**config.mk**
```make
export PLATFORM = sky130hd
export DESIGN_NAME = cache_fill_arbiter
export DESIGN_NICKNAME = d
export VERILOG_FILES = /design/src/rtl/cache_fill_arbiter.sv
export SDC_FILE = /design/constraint.sdc
export NUM_CORES = 1
export LEC_CHECK = 0
export ABC_AREA = 1
export CELL_PAD_IN_SITES_DETAIL_PLACEMENT = 1
export CELL_PAD_IN_SITES_GLOBAL_PLACEMENT = 1
export CORE_AREA = 5 5 117 92
export DETAILED_ROUTE_END_ITERATION = 10
export DIE_AREA = 0 0 122 97
export PLACE_DENSITY = 0.95
export RECOVER_POWER = 25
export SLEW_MARGIN = 20
export SYNTH_ARGS = -nofsm -noshare
export SYNTH_HDL_FRONTEND = slang
export SYNTH_SLANG_ARGS = --single-unit
```
**constraint.sdc**
```tcl
create_clock -name clk_i -period 3 [get_ports clk_i]
set_input_delay 0.3 -clock clk_i [delete_from_list [all_inputs] [get_ports clk_i]]
set_output_delay 0.3 -clock clk_i [all_outputs]
set_load 0.05 [all_outputs]
```
**src/rtl/cache_fill_arbiter.sv**
```systemverilog
// cache_fill_arbiter: shares main memory between I/D caches, running block fills and D-cache write-through stores.
// Memory is pipelined: reads issue back-to-back while returns are written into the owned cache in order.
module cache_fill_arbiter #(
   parameter int MEM_LATENCY = 4,
   parameter int WORDS       = 8
) (
   input  logic        clk_i,
   input  logic        rst_ni,
   input  logic        ic_miss_i,
   input  logic [15:0] ic_addr_i,
   input  logic        dc_miss_i,
   input  logic [15:0] dc_addr_i,
   input  logic        dc_store_i,
   input  logic [15:0] dc_store_data_i,
   output logic        mem_en_o,
   output logic        mem_wr_o,
   output logic [15:0] mem_addr_o,
   output logic [15:0] mem_wdata_o,
   input  logic [15:0] mem_rdata_i,
   input  logic        mem_data_valid_i,
   output logic        ic_busy_o,
   output logic        dc_busy_o,
   output logic        cache_en_o,
   output logic [1:0]  cache_op_o,
   output logic [15:0] cache_addr_o,
   output logic [15:0] cache_data_o,
   output logic        ic_fill_done_o,
   output logic        dc_fill_done_o,
   output logic        dc_store_done_o
);
   typedef enum logic [2:0] {IDLE, FILL, TAG, DONE, WRITE} state_t;
   localparam logic [3:0] W4   = 4'(WORDS);
   localparam logic [3:0] LAST = 4'(WORDS - 1);
   if (WORDS < 1 || WORDS > 15 || MEM_LATENCY < 1) begin : g_bad_params
      $error("cache_fill_arbiter: unsupported parameters");
   end
   state_t      state_q;
   logic [3:0]  i_q, r_q;
   logic [15:0] base_q;
   logic        owner_q, last_q;
   logic        ic_busy_q, dc_busy_q, ic_done_q, dc_done_q, st_done_q;
   logic        grant_dc, issue, fill_wr, tag, wr;
   logic [15:0] miss_addr;
   // owner/last_served encoding: 1 = D-cache, 0 = I-cache
   assign grant_dc  = dc_miss_i & (~ic_miss_i | ~last_q);
   assign miss_addr = grant_dc ? dc_addr_i : ic_addr_i;
   always_ff @(posedge clk_i or negedge rst_ni) begin
      if (!rst_ni) begin
         state_q   <= IDLE;
         i_q       <= '0;
         r_q       <= '0;
         base_q    <= '0;
         owner_q   <= 1'b0;
         last_q    <= 1'b0;
         ic_busy_q <= 1'b0;
         dc_busy_q <= 1'b0;
         ic_done_q <= 1'b0;
         dc_done_q <= 1'b0;
         st_done_q <= 1'b0;
      end else begin
         ic_done_q <= 1'b0;
         dc_done_q <= 1'b0;
         st_done_q <= 1'b0;
         case (state_q)
            IDLE: begin
               i_q <= '0;
               r_q <= '0;
               if (ic_miss_i | dc_miss_i) begin
                  state_q   <= FILL;
                  base_q    <= miss_addr & 16'hFFF0;
                  owner_q   <= grant_dc;
                  last_q    <= grant_dc;
                  ic_busy_q <= ~grant_dc;
                  dc_busy_q <= grant_dc;
               end else if (dc_store_i) begin
                  state_q   <= WRITE;
                  st_done_q <= 1'b1;
               end
            end
            FILL: begin
               if (i_q < W4) i_q <= i_q + 4'd1;
               if (mem_data_valid_i) begin
                  r_q <= r_q + 4'd1;
                  if (r_q == LAST) state_q <= TAG;
               end
            end
            TAG: begin
               state_q   <= DONE;
               ic_busy_q <= 1'b0;
               dc_busy_q <= 1'b0;
               ic_done_q <= ~owner_q;
               dc_done_q <= owner_q;
            end
            default: state_q <= IDLE;
         endcase
      end
   end
   assign issue   = (state_q == FILL) && (i_q < W4);
   assign fill_wr = (state_q == FILL) && mem_data_valid_i;
   assign tag     = (state_q == TAG);
   assign wr      = (state_q == WRITE);
   assign mem_en_o        = issue | wr;
   assign mem_wr_o        = wr;
   assign mem_addr_o      = wr ? dc_addr_i : issue ? base_q + {11'd0, i_q, 1'b0} : '0;
   assign mem_wdata_o     = wr ? dc_store_data_i : '0;
   assign cache_en_o      = fill_wr | tag;
   assign cache_op_o      = fill_wr ? 2'b01 : tag ? 2'b10 : 2'b00;
   assign cache_addr_o    = fill_wr ? base_q + {11'd0, r_q, 1'b0} : tag ? base_q : '0;
   assign cache_data_o    = mem_rdata_i;
   assign ic_busy_o       = ic_busy_q;
   assign dc_busy_o       = dc_busy_q;
   assign ic_fill_done_o  = ic_done_q;
   assign dc_fill_done_o  = dc_done_q;
   assign dc_store_done_o = st_done_q;
endmodule

```
After elaboration in Yosys (flattened, before gate mapping)
Cells that the tools add are included.

storage, ports and cells
  register bits after elaboration = 29
  word-level logic and storage cells = 68
  output and inout bits = 74
  input bits = 70

cells by class
  mux-type cells = 26
  magnitude comparators = 1
  reductions and logical operators = 10
  bitwise gates (word level) = 8
  equal/unequal tests = 9
  add/sub/neg operators = 4

operators by type and width
  kind                                                                    count
  16-bit 2-to-1 mux                                                       6
  16-bit by 5-bit adder with 16-bit output                                2
  4-bit one-hot mux with 2 select lines                                   2
  3-bit 2-to-1 mux                                                        4
  3-bit one-hot mux with 3 select lines                                   1
  4-bit by 1-bit adder with 4-bit output (second input constant)          2
  4-bit 2-to-1 mux                                                        2
  2-bit inequality test (second input constant)                           4
  2-bit AND reduction                                                     4
  1-bit 2-to-1 mux                                                        7
  4-bit by 3-bit equality test with 1-bit output (second input constant)  1
  4-bit less-than comparator (second input constant)                      1
  2-bit 2-to-1 mux                                                        2
  1-bit OR                                                                4
  1-bit one-hot mux with 2 select lines                                   2
  2-bit nonzero test                                                      2
  3-bit by 1-bit equality test with 1-bit output (second input constant)  1
  3-bit by 2-bit equality test with 1-bit output (second input constant)  1
  3-bit equality test (second input constant)                             1
  3-bit logical NOT                                                       1
  3-bit inequality test (second input constant)                           1
  1-bit NOT                                                               3
  3-bit AND reduction                                                     1
  1-bit logical AND                                                       2
  1-bit bitwise AND                                                       1

Longest topological paths before layout
  depth in word-level cells = 6
  depth in mapped cells = 9
  gate-level depth less buffers = 9

Least setup slack after synthesis
Ideal clock, no wire load.

  path kind = reg2out
  start point = register i_q[3]
  end point = output port mem_addr_o[12]
  required time = 2.700 ns
  arrival time = 2.159 ns
  path buffers = 0
  stages on the path, launching flop included = 8
  slack = 0.541 ns
  cells stage by stage = dfrtp_1 ha_1 ha_1 nand3_1 inv_1 nand3_1 nand2_1 o21ai_0

on the way
  cells in the longest elaborated chain, start to end = 4
  elaborated cells between the ends (all ways) = 5
  those cells by class = 1 x add/sub; 1 x order compare; 2 x mux; 1 x reduce/logical

RTL lines
  what                                                                              RTL line  RTL
  start, declared                                                                   38        logic [3:0] i_q, r_q;
  start signal, assigned                                                            81        if (i_q < W4) i_q <= i_q + 4'd1;
  branches (longest 2 deep; another with 16-bit by 5-bit adder with 16-bit output)  -
  16-bit 2-to-1 mux (*) (2 in a row)                                                104       assign mem_addr_o = wr ? dc_addr_i : issue ? base_q + {11'd0, i_q, 1'b0} : '0;
  end, declared                                                                     17        output logic [15:0] mem_addr_o,

Mark *: on every way between the ends.

Worst setup path in the final report
  start point = register state_q[0]
  end point = output port cache_addr_o[9]

on the way
  cells in the longest elaborated chain, start to end = 3
  elaborated cells between the ends (all ways) = 5
  those cells by class = 2 x eq/ne; 2 x mux; 1 x reduce/logical

RTL lines
  what                                                                                                                     RTL line  RTL
  start, declared                                                                                                          37        state_t state_q;
  start signal, assigned                                                                                                   49        state_q <= IDLE;
  start signal, assigned                                                                                                   69        state_q <= FILL;
  start signal, assigned                                                                                                   76        state_q <= WRITE;
  3-bit by 2-bit equality test with 1-bit output / 3-bit by 1-bit equality test with 1-bit output (equally long branches)  100, 99
  16-bit 2-to-1 mux / 1-bit logical AND (equally long branches)                                                            108, 99
  16-bit 2-to-1 mux (*)                                                                                                    108       assign cache_addr_o = fill_wr ? base_q + {11'd0, r_q, 1'b0} : tag ? base_q : '0;
  end, declared                                                                                                            25        output logic [15:0] cache_addr_o,

Every way passes the cells marked *; elsewhere a longest branch is shown, timed or not.

==> impl_metrics.json <==
{
  "cap_viol_max_count": 1,
  "boundaryPins": 144,
  "grt_max_degree": 30,
  "syn_avg_cell_area_um2": 6.65,
  "grt_pass1_wl_um": 15200,
  "viasPerCell": 4.65,
  "critical_path_class": "reg -> out",
  "antenna_found_initial": 0,
  "syn_area_mm2": 0.00249,
  "status": "finished, violations left",
  "die_area_mm2": 0.0118,
  "cts_buffers": 5,
  "cp.required_ps": 2700,
  "cts_hold_buf": 0,
  "crit_slowest_cell": "clkdlybuf4s50_1",
  "clkSinkCount": 29,
  "finalWirelength_um": 9520,
  "violations": "max-capacitance violations, max-slew violations",
  "clockRootBuffer": "clkbuf_16",
  "synth_area_leaders": "dfrtp_1 (29%), nand2_1 (13%), nor2_1 (8.9%), inv_1 (8.1%), buf_4 (6.0%)",
  "finalPower_uw": 3640,
  "die_h_um": 97,
  "grt-ovfl-total": 0,
  "vias": 2770,
  "row_count": 31,
  "syn_nets": 451,
  "cellPowerDensity_mw_per_mm2": 995,
  "path_delay_family": "buffers and inverters",
  "final_common_cell": "clkdlybuf4s50_1",
  "core_mm2": 0.00943,
  "vdd_drop_max_mv": 0.464,
  "skew_ps": 4.60,
  "yosys.area.top_type_share_pct": 29.2,
  "critPathLaunchType": "flip-flop",
  "drtIter0Drc": 142,
  "worstPathMaxFanout": 14,
  "rsz0062_at_grt": "no",
  "yosysUniqueCellTypes": 32,
  "fin_crit_ps": 2840,
  "fill_cells": 1188,
  "drc": 0,
  "yosys_register_bits": 29,
  "h-tree-depth": 2,
  "hold_path.class": "reg -> reg",
  "ant_nets": 0,
  "cts_tree": "yes",
  "area_growth_pct": 47.2,
  "die_w_um": 122,
  "fmax_ghz": 0.352,
  "dpl.hpwl_um": 7390,
  "grt_pass1_vias": 3018,
  "clockBufferDepth": 2,
  "cp_data_arrival_time_ps": 2540,
  "layout.nets": 540,
  "antennaDiodeCount": 0,
  "hold_viol": 0,
  "wl_per_cell_um": 16.0,
  "synth_top_area_cell": "dfrtp_1",
  "max_slew_margin_pct": -15.0,
  "worst_slew_pin_slew_ps": 1730,
  "cp_slowest_stage_delay_ps": 850,
  "path_cells": "inv_1, nand3_2, nand2_4, nand2_1, o21ai_1, clkdlybuf4s50_1",
  "mostFrequentLayoutCells": "clkdlybuf4s50_1 (99), nand2_1 (83), nor2_1 (59)",
  "ys_warn_count": 0,
  "r2r_slack_ps": 1450,
  "floorplan.initialDensity_pct": 26.4,
  "place_congestion": 0.858,
  "clock_latency_ps": 280,
  "drt_pass1_iterations": 4,
  "p_leak_uw": 0.00167,
  "clk_pin_slew_ps": 50,
  "multiInputGateArea_mm2": 0.00134,
  "seqCellArea_um2": 726,
  "synthCells": 374,
  "setup_viol": 0,
  "post_route_cells_drive_above_1_share_pct": 7.97,
  "finalCritPeriodShare_pct": 94.6,
  "critPathCaptureType": "output port",
  "slew_viol_final": 30,
  "grt.total_usage_pct": 15.8,
  "post_cts.repair.setup_buffers": 0,
  "ys_seq_area_share_pct": 29.2,
  "crit_buf_inv": 2,
  "tns_ps": 0,
  "numPortBuffers": 106
}
-- repair_timing --
| action | CTS | global route |
|---|---|---|
| hold endpoints to repair | 0 | 0 |
| endpoints found under the setup margin | 0 | 2 |
| gates resized for setup | 0 | 2 |
-- per-layer routing --
metal  wire, um  track usage, %
met2       4570            26.8
met5          0               0
met1       4300            20.0
met4        121            3.79
met3        531            3.91
-- stage by stage --
step / utilization, % / cell area (um^2) / cells / hold WS, ps / worst slack, ps
floorplan: - / 2490 / 374 / 4.41 / 541
global placement: 37.4 / 3520 / 588 / 441 / 375
detailed placement: 37.4 / 3520 / 588 / 445 / 319
CTS: 38.8 / 3660 / 596 / 434 / 48.5
global route: 38.9 / 3660 / 596 / 489 / 74.6
finish: 38.9 / 3660 / 596 / 461 / 163
-- cells by family (layout without fill, tap and decap cells) --
family / after synthesis / after routing / synth area share, %
buffers and inverters: 85 / 175 / 16.9
xor gates and xnor gates: 3 / 3 / 1.06
other: 1 / 1 / 0.151
and+or+nand+nor: 188 / 188 / 34.6
AOI/OAI and AO/OA: 61 / 61 / 14.6
DFF: 29 / 29 / 29.2
adders and majority gates: 7 / 7 / 3.52
-- power by group --
part	internal, uW	leakage (uW)	switching (uW)	total [uW]
registers	550	0.000368	209	759
clock network	308	0.0000652	173	480
logic	748	0.00124	1660	2400
total	1610	0.00167	2040	3640
-- flip-flops by register name, summed over array words and instances, names as in the netlist --
name             flops
base_q              12
i_q                  4
r_q                  4
state_q              3
dc_busy_o            1
dc_fill_done_o       1
dc_store_done_o      1
ic_busy_o            1
ic_fill_done_o       1
last_q               1
-- layout make-up --
| type | instances | share of cell area (%) |
|---|---|---|
| Multi-Input combinational cell | 260 | 36.6 |
| Timing Repair Buffer | 109 | 29.3 |
| Sequential cell | 29 | 19.8 |
| Inverter | 58 | 5.98 |
| Tap cell | 132 | 4.51 |
| Clock buffer | 8 | 3.72 |
-- worst paths after layout --
path,startpoint,end,cells past startpoint
worst max register to register,state_q[0],base_q[12],5
worst min-delay path,last_q,ic_fill_done_o,1
min in group asynchronous,rst_ni,dc_fill_done_o,2
max in group asynchronous,rst_ni,base_q[6],2
worst min register to register,last_q,ic_fill_done_o,1
worst max-delay path,state_q[0],cache_addr_o[9],6
-- cell usage after synthesis --
master,number
ha_1,7
nand4_1,6
o21ai_0,27
xor2_1,2
clkbuf_1,2
buf_4,20
o22ai_1,6
nor2_4,5
nand3_2,1
clkinv_2,1
o21ai_2,1
nor2_8,1
inv_1,54
conb_1,1
and2_1,1
o21ai_1,13
nand2_1,83
nand2_4,3
o21bai_1,1
a21oi_1,7
nand3_1,22
nand2_2,2
nor2_1,59
xnor2_1,1
inv_2,3
o22ai_2,6
nor2_2,2
dfrtp_1,29
nor3_1,2
buf_2,2
nand3_4,1
buf_6,3
Power figures use the tool's default switching activity.
